==> config.mk <==
export PLATFORM = sky130hd
export DESIGN_NAME = frame_draw_scheduler
export DESIGN_NICKNAME = d
export VERILOG_FILES = /design/src/rtl/frame_draw_scheduler.sv
export SDC_FILE = /design/constraint.sdc
export NUM_CORES = 1
export LEC_CHECK = 0
export ABC_AREA = 1
export CORE_ASPECT_RATIO = 0.6
export CORE_MARGIN = 4
export CORE_UTILIZATION = 45
export DETAILED_ROUTE_END_ITERATION = 8
export DONT_BUFFER_PORTS = 1
export GPL_ROUTABILITY_DRIVEN = 0
export SLEW_MARGIN = 10
export SYNTH_ARGS = -nofsm -noshare
export SYNTH_HDL_FRONTEND = slang
export SYNTH_SLANG_ARGS = --single-unit
==> constraint.sdc <==
create_clock -name clk -period 1.5 [get_ports clk]
set_input_delay 0.375 -clock clk [delete_from_list [all_inputs] [get_ports clk]]
set_output_delay 0.375 -clock clk [all_outputs]
set_load 0.1 [all_outputs]
==> src/rtl/frame_draw_scheduler.sv <==
// Frame sequencer for the VGA write port: a full background raster sweep, a pipeline
// drain, then exclusive note-pixel writes through a req/ack handshake.
`timescale 1ns/1ps
`ifndef STARTSCREEN
`define STARTSCREEN 5'd0
`endif

module frame_draw_scheduler #(
  parameter int WIDTH  = 160,
  parameter int HEIGHT = 120
) (
  input  logic        clk,
  input  logic        reset,
  input  logic        frameTick,
  input  logic [4:0]  currentState,
  output logic [7:0]  scanX,
  output logic [7:0]  scanY,
  input  logic [23:0] bgColour,
  input  logic        noteReq,
  input  logic [7:0]  noteX,
  input  logic [7:0]  noteY,
  input  logic [23:0] noteColour,
  input  logic        noteDone,
  output logic        noteAck,
  output logic [7:0]  vgaX,
  output logic [7:0]  vgaY,
  output logic [23:0] vgaColour,
  output logic        vgaPlot,
  output logic        busy,
  output logic        frameDone,
  output logic        frameOverrun
);

  localparam logic [7:0] X_LAST = 8'(WIDTH - 1);
  localparam logic [7:0] Y_LAST = 8'(HEIGHT - 1);

  typedef enum logic [2:0] {IDLE, CLEAR, FLUSH, NOTES, DONE} state_t;

  state_t     state;
  state_t     nextState;
  logic       abort;
  logic       scanLast;
  logic       noteTake;
  logic       noteInRange;
  logic       flushCnt;
  logic       vld_p1;
  logic [7:0] x_p1;
  logic [7:0] y_p1;

  assign abort       = (state != IDLE) && (currentState == `STARTSCREEN);
  assign scanLast    = (scanX == X_LAST) && (scanY == Y_LAST);
  assign noteTake    = (state == NOTES) && noteReq && !noteAck && !abort;
  assign noteInRange = ({24'd0, noteX} < 32'(WIDTH)) && ({24'd0, noteY} < 32'(HEIGHT));

  always_ff @(posedge clk) begin
    if (reset) state <= IDLE;
    else       state <= nextState;
  end

  always_comb begin
    nextState = state;
    case (state)
      IDLE:    if (frameTick && currentState != `STARTSCREEN) nextState = CLEAR;
      CLEAR:   if (scanLast) nextState = FLUSH;
      FLUSH:   if (flushCnt) nextState = NOTES;
      NOTES:   if (noteDone && !noteReq && !noteAck) nextState = DONE;
      DONE:    nextState = IDLE;
      default: nextState = IDLE;
    endcase
    if (abort) nextState = IDLE;
  end

  always_comb begin
    busy      = (state != IDLE);
    frameDone = (state == DONE);
  end

  // Stage p0 -> p1: coordinate presented to the ROM travels alongside its colour lookup.
  always_ff @(posedge clk) begin
    x_p1 <= scanX;
    y_p1 <= scanY;
  end

  always_ff @(posedge clk) begin
    if (reset) begin
      scanX        <= 8'd0;
      scanY        <= 8'd0;
      flushCnt     <= 1'b0;
      vld_p1       <= 1'b0;
      noteAck      <= 1'b0;
      frameOverrun <= 1'b0;
      vgaX         <= 8'd0;
      vgaY         <= 8'd0;
      vgaColour    <= 24'd0;
      vgaPlot      <= 1'b0;
    end else begin
      if (state == CLEAR && nextState == CLEAR) begin
        if (scanX == X_LAST) begin
          scanX <= 8'd0;
          scanY <= scanY + 8'd1;
        end else begin
          scanX <= scanX + 8'd1;
        end
      end else begin
        scanX <= 8'd0;
        scanY <= 8'd0;
      end
      flushCnt     <= (state == FLUSH) && (nextState == FLUSH);
      vld_p1       <= (state == CLEAR) && !abort;
      noteAck      <= noteTake;
      frameOverrun <= frameOverrun | (frameTick && state != IDLE);
      // Stage p1 -> write port: background pixel (with ROM colour) or accepted note pixel.
      if (abort) begin
        vgaPlot <= 1'b0;
      end else if (vld_p1) begin
        vgaX      <= x_p1;
        vgaY      <= y_p1;
        vgaColour <= bgColour;
        vgaPlot   <= 1'b1;
      end else if (noteTake) begin
        vgaX      <= noteX;
        vgaY      <= noteY;
        vgaColour <= noteColour;
        vgaPlot   <= noteInRange;
      end else begin
        vgaPlot <= 1'b0;
      end
    end
  end

endmodule
==> results.py, run 1 <==
metrics = {
    "yosys": {
        "muxShareOfSynthArea_pct": 0,
        "synth_ff_type": "dfxtp_1",
        "syn_inst": 481,
        "synth_edf_count": 0,
        "netlist_area_um2": 3670,
        "postSynthAreaPerCell_um2": 7.62,
        "synth-simple-area-share_pct": 42.4,
        "ys_seq_area_share_pct": 43.7,
        "synthArstFlopShare_pct": 0,
        "synth_top_family_by_area": "simple AND/OR/NAND/NOR gates",
        "synthTopCellsByArea": "dfxtp_1 (44%), nand2_1 (15%), nor2_1 (12%), nand3_2 (11%), inv_1 (2.5%)",
        "synth_compound_area_share_pct": 1.71,
        "synth-xor-area-share_pct": 2.87,
        "ys_seq_elements": 80,
        "ys_types": 28,
        "synth_commonest_cells": "nand2_1 (146), nor2_1 (114), dfxtp_1 (80)",
        "synth_top_area_share_pct": 43.7,
        "yosysTopAreaCell": "dfxtp_1",
        "synthAdderAreaFrac_pct": 0.682,
        "yosysMostFrequentCell": "nand2_1",
        "syn-num-nets": 557,
        "yosys_warnings": 0,
    },
    "clocking": {
        "htreeDepth": 3,
        "root_buffer": "clkbuf_16",
        "insertion_delay_ns": 0.34,
        "clk_path_buf_depth": 2,
        "cts.clk_slew.worst_paths_ns": 0.06,
        "numCtsBuffers": 9,
        "cts_tree": "yes",
        "clock_sinks": 80,
    },
    "sta": {
        "drv_slew": 0,
        "finalHoldViolCount": 0,
        "fmax_mhz": 671,
        "maxSlewHeadroom_pct": 77.7,
        "fin_crit_ns": 1.49,
        "skew_ns": 0.00693,
        "tightest_slew_ns": 0.333,
        "setup_viol": 0,
        "fin_crit_sh_pct": 99.4,
        "rsz0062_at_grt": "yes",
    },
    "critical_path": {
        "critPathKind": "flip-flop to output port",
        "cp-end-kind": "output port",
        "critPathMaxStageDelay_ns": 0.36,
        "required_ns": 1.12,
        "cp_max_fo": 5,
        "worstPathCellList": "nor3_4, buf_12",
        "worstSetupStartpointType": "flip-flop",
        "critPathLaunch": "state[1]",
        "reg2reg_from": "scanY[0]",
        "worst_path_max_delay_cell": "dfxtp_2",
        "arrival_ns": 1.12,
    },
    "cells_and_area": {
        "utilization_pct": 61.3,
        "fin_nets": 630,
        "antenna_cells": 0,
        "drive_gt1_share_pct": 33.3,
        "syn_to_final_growth_pct": 32.3,
        "postLayoutCellArea_um2": 4850,
    },
    "die": {
        "rows": 25,
        "initial_core_util_pct": 46.3,
        "die_w_um": 125,
        "coreArea_um2": 7910,
        "die_y_um": 77.9,
        "die_area_um2": 9710,
        "io_pins": 135,
    },
    "run_status": {
        "status": "finished, final reports clean",
    },
    "power_and_ir_drop": {
        "powerDensity_nw_per_um2": 1150,
        "leakage_nw": 2.05,
        "peakVddDrop_uv": 750,
    },
    "run": {
        "cap_violations": 0,
    },
    "placement": {
        "io_buffers": 0,
        "postPlaceCellArea_um2": 4370,
        "dp_hpwl_mm": 6.74,
    },
    "routing": {
        "firstDrtPassIters": 4,
        "via_per_inst": 4.71,
        "vias": 3142,
        "route.antenna.remaining_nets": 0,
        "wl_per_cell_um": 14.0,
        "routed_wl_mm": 9.34,
        "drc_errors": 0,
        "first_iter_violations": 185,
    },
    "min_path": {
        "hold_path_class": "input port to flip-flop",
        "min_from": "reset",
    },
    "global_route": {
        "antenna_found_initial": 0,
        "grt_overflow": 0,
        "globalRouteTotalUtil_pct": 18.6,
        "grt_pass1_vias": 2864,
        "grt_start_max_net_pins": 32,
        "grt_pass1_wl_mm": 14.6,
    },
}
-- critical path: cells and delay by family (launching register included) --
family,cells,cell delay (ns)
flip-flops,1,0.36
AND/OR/NAND/NOR,1,0.22
buffers and inverters,1,0.20
-- final cells by class --
| class | instances | area [um^2] |
|---|---|---|
| well taps | 108 | 135 |
| inverters | 29 | 119 |
| flip-flops and latches | 80 | 1660 |
| repair buffers | 84 | 795 |
| clock buffers | 12 | 256 |
| fillers | 696 | 3060 |
| multi-input cells | 350 | 1860 |
| clock inverters | 4 | 26.3 |
-- path summary, 6_finish.rpt --
| path | slack [ns] | end | cells after the start |
|---|---|---|---|
| hold reg to reg | 0.40 | y_p1[4] | 0 |
| setup / recovery | 0.009 | frameDone | 2 |
| setup reg to reg | 0.03 | scanX[4] | 10 |
| hold / removal | 0.1 | state[1] | 1 |
-- cells by family after synthesis --
family	after synthesis
AOI/OAI and AO/OA	12
xor gates and xnor gates	12
adders and majority gates	2
buffers and inverters	51
DFF	80
and+or+nand+nor	324
-- routing by layer --
metal | wire length (um) | up-vias | GRT usage, % | share of wire (%)
li1 | - | 1638 | - | -
met4 | 113 | 0 | 5.80 | 1.2
met2 | 3870 | 96 | 25.6 | 41
met5 | 0 | - | 0 | 0
met1 | 4550 | 1397 | 26.1 | 49
met3 | 805 | 11 | 7.98 | 8.6
-- placed cells by master (no fill, tap or decap), drive strengths merged --
master and count:
nand2 146, nor2 116, buf 81, dfxtp 80, nand3 48, inv 30
clkbuf 15, xor2 8, a21oi 7, nand4 5, nor3 5, xnor2 4
o21ai 4, clkinv 3, nor4 2, ha 2, o21bai 1, and2 1
nand3b 1
-- power by group --
| group | total (mW) | internal, mW | switching [mW] |
|---|---|---|---|
| clock | 2.05 | 1.21 | 0.840 |
| combinational | 1.28 | 0.312 | 0.965 |
| sequential | 2.23 | 2.19 | 0.0401 |
-- timing repair --
action | in CTS | in global routing
pin swaps | 0 | 4
hold buffers | 0 | 0
cloned | 0 | 3
setup buffers | 0 | 4
gates resized for setup | 5 | 19
endpoints found under the setup margin | 17 | 60
-- through the flow --
step / power, mW / TNS [ns] / hold slack [ns] / setup WS (ns) / instances
2_1_floorplan: 3.29 / -4.92 / 0.439 / -0.123 / 481
3_3_place_gp: 3.48 / -0.206 / 0.385 / -0.0285 / 644
3_5_place_dp: 3.49 / -0.874 / 0.389 / -0.111 / 644
4_1_cts: 5.55 / -0.00722 / 0.0868 / -0.00722 / 660
5_1_grt: 5.79 / -2.14 / 0.0834 / -0.0765 / 667
6_report: 5.56 / 0 / 0.0978 / 0.00940 / 667
-- flip-flops by register name, summed over array words and instances, names as in the netlist --
| signal | flops |
|---|---|
| scanY | 8 |
| x_p1 | 8 |
| vgaY | 8 |
| vgaColour | 24 |
| scanX | 8 |
| vld_p1 | 1 |
| noteAck | 1 |
| frameOverrun | 1 |
| y_p1 | 8 |
| vgaPlot | 1 |
| vgaX | 8 |
| flushCnt | 1 |
| state | 3 |
(Power assumes the default switching activity.)
==> inputs of run 2 (changes only) <==
==> constraint.sdc (replaced) <==
create_clock -name clk -period 1.5 [get_ports clk]
set_input_delay 0.375 -clock clk [delete_from_list [all_inputs] [get_ports clk]]
set_output_delay 0.375 -clock clk [all_outputs]
set_load 0.005 [all_outputs]
==> results.py, run 2 (synthesis results as in run 1) <==
metrics = {
    "run_status": {
        "status": "finished, final reports clean",
    },
    "placement": {
        "io_buffers": 0,
        "dp_hpwl_mm": 6.60,
        "dp_cells": 597,
    },
    "min_path": {
        "whs_path_depth": 1,
        "holdPathEnd": "state[1]",
        "min_from": "reset",
        "hold_path_class": "input port to flip-flop",
    },
    "critical_path": {
        "required_ns": 1.73,
        "reg2reg_from": "state[0]",
        "timing.rr.end": "vgaX[3]",
        "reg2regPathDepth": 9,
        "cp_max_fo": 7,
        "critPathMaxStageDelay_ns": 0.38,
        "worstSetupStartpointType": "flip-flop",
        "r2r_slack_ns": 0.03,
        "crit_buf_inv": 2,
        "critPathKind": "flip-flop to flip-flop",
        "worstPathCellList": "nand3_4, nor3_4, nor2_4, nor2_8, buf_6, clkbuf_16, nand3_2, nand2_1, nor2_1",
        "worst_path_max_delay_cell": "dfxtp_2",
        "critical-path-top-delay-family": "simple AND/OR/NAND/NOR gates",
        "arrival_ns": 1.70,
        "cp-end-kind": "flip-flop",
    },
    "sta": {
        "drv_slew": 0,
        "skew_ns": 0.00825,
        "fmax_mhz": 682,
        "finalHoldViolCount": 0,
        "setup_viol": 0,
        "tightest_slew_ns": 0.383,
        "rsz0062_at_grt": "yes",
        "whs_ns": 0.0922,
        "maxSlewHeadroom_pct": 74.2,
        "fin_crit_sh_pct": 97.8,
        "fin_crit_ns": 1.47,
    },
    "global_route": {
        "antenna_found_initial": 0,
        "grt_pass1_wl_mm": 14.0,
        "grt_pass1_vias": 2709,
        "grt_start_max_net_pins": 41,
        "grt_overflow": 0,
        "globalRouteTotalUtil_pct": 18.3,
    },
    "cells_and_area": {
        "layout_commonest_cell": "nand2_1",
        "regArea_um2": 1610,
        "fin_nets": 591,
        "antenna_cells": 0,
        "drive_gt1_share_pct": 27.3,
        "nFillCells": 729,
        "largest_reg_flops": 24,
        "syn_to_final_growth_pct": 23.6,
        "fin_cells": 628,
        "regMostFlops": "vgaColour",
        "layout_common_cells": "nand2_1 (140), nor2_1 (102), dfxtp_1 (72)",
        "multi_input_area_um2": 1880,
    },
    "die": {
        "die_w_um": 125,
        "coreArea_um2": 7910,
        "rows": 25,
        "die_y_um": 77.9,
        "initial_core_util_pct": 46.3,
        "io_pins": 135,
        "die_area_um2": 9710,
    },
    "routing": {
        "routed_wl_mm": 9.33,
        "vias": 3085,
        "route.antenna.remaining_nets": 0,
        "first_iter_violations": 168,
        "via_per_inst": 4.91,
        "wl_per_cell_um": 14.9,
        "drc_errors": 0,
        "firstDrtPassIters": 4,
    },
    "power_and_ir_drop": {
        "leakage_nw": 1.83,
        "total_power_mw": 4.92,
        "peakVddDrop_uv": 601,
        "powerDensity_nw_per_um2": 1080,
    },
    "run": {
        "cap_violations": 0,
    },
    "clocking": {
        "cts.clk_slew.worst_paths_ns": 0.06,
        "numCtsBuffers": 9,
        "clk_path_buf_depth": 2,
        "root_buffer": "clkbuf_16",
        "cts_tree": "yes",
        "htreeDepth": 3,
        "clock_sinks": 80,
        "holdBufCountCts": 0,
        "insertion_delay_ns": 0.34,
    },
}
run 2: cell types whose count changed in the layout (fill, tap and decap cells not counted), sizes merged:
cell    before  now
inv         30   28
buf         81   40
clkinv       3    5
clkbuf      15   16
bufinv       0    1
run 2: worst max-delay path by stage:
stage	from	endpoint	slack (ns)	depth (start not counted)
final	state[0]	vgaX[3]	0.03	9
after global routing	state[0]	vgaX[3]	-0.05	10
after CTS	scanX[1]	scanY[5]	0.0004	8
after detailed placement	scanX[0]	scanX[1]	-0.13	7
after global placement	scanY[0]	scanX[3]	0.02	10
after floorplan	scanX[0]	scanY[5]	0.004	8
run 2: final cells by class:
type / instances / share of cell area, %
inverter: 29 / 2.57
tap: 108 / 2.98
timing repair buffer: 45 / 11.0
multi-input combinational: 350 / 41.4
clock inverter: 5 / 1.27
sequential: 80 / 35.6
clock buffer: 11 / 5.13
run 2: worst reg2reg max path, delay by kind of cell (launching register included):
kind	cells	cell delay, ns
flip-flops	1	0.38
AND/OR/NAND/NOR	7	0.69
buffers and inverters	2	0.29
run 2: per-stage QoR:
step | setup TNS, ns | worst slack [ns] | cell area [um^2] | utilization [%]
after floorplan | 0 | 0.00406 | 3670 | -
after global placement | 0 | 0.0216 | 3870 | 48.9
after global routing | -0.980 | -0.0487 | 4530 | 57.3
after detailed placement | -1.33 | -0.128 | 3870 | 48.9
final | 0 | 0.0334 | 4530 | 57.3
after CTS | 0 | 0.000372 | 4190 | 52.9
run 2: timing repair:
item / in CTS / in global routing
pin swaps: 2 / 15
cloned: 0 / 5
setup endpoints to repair: 18 / 60
setup buffers: 2 / 8
hold endpoints to repair: 0 / 0
resized for setup: 6 / 45
run 2: per-layer routing:
| layer | track usage (%) | routed length (um) |
|---|---|---|
| met3 | 9.35 | 904 |
| met4 | 5.58 | 100 |
| met2 | 26.2 | 4140 |
| met1 | 23.8 | 4190 |
| met5 | 0 | 0 |
run 2: power by group:
part	internal [mW]	switching, mW	leakage [nW]	total [mW]
Clock	1.29	0.824	0.143	2.11
Combinational	0.216	0.297	1.03	0.513
Sequential	2.22	0.0772	0.655	2.29
Total	3.72	1.20	1.83	4.92
==> inputs of run 3 (changes only) <==
Settings changed: CAP_MARGIN set to 20.
==> results of run 3 <==
Final layout, timing and power as in run 2 (identical DEF).
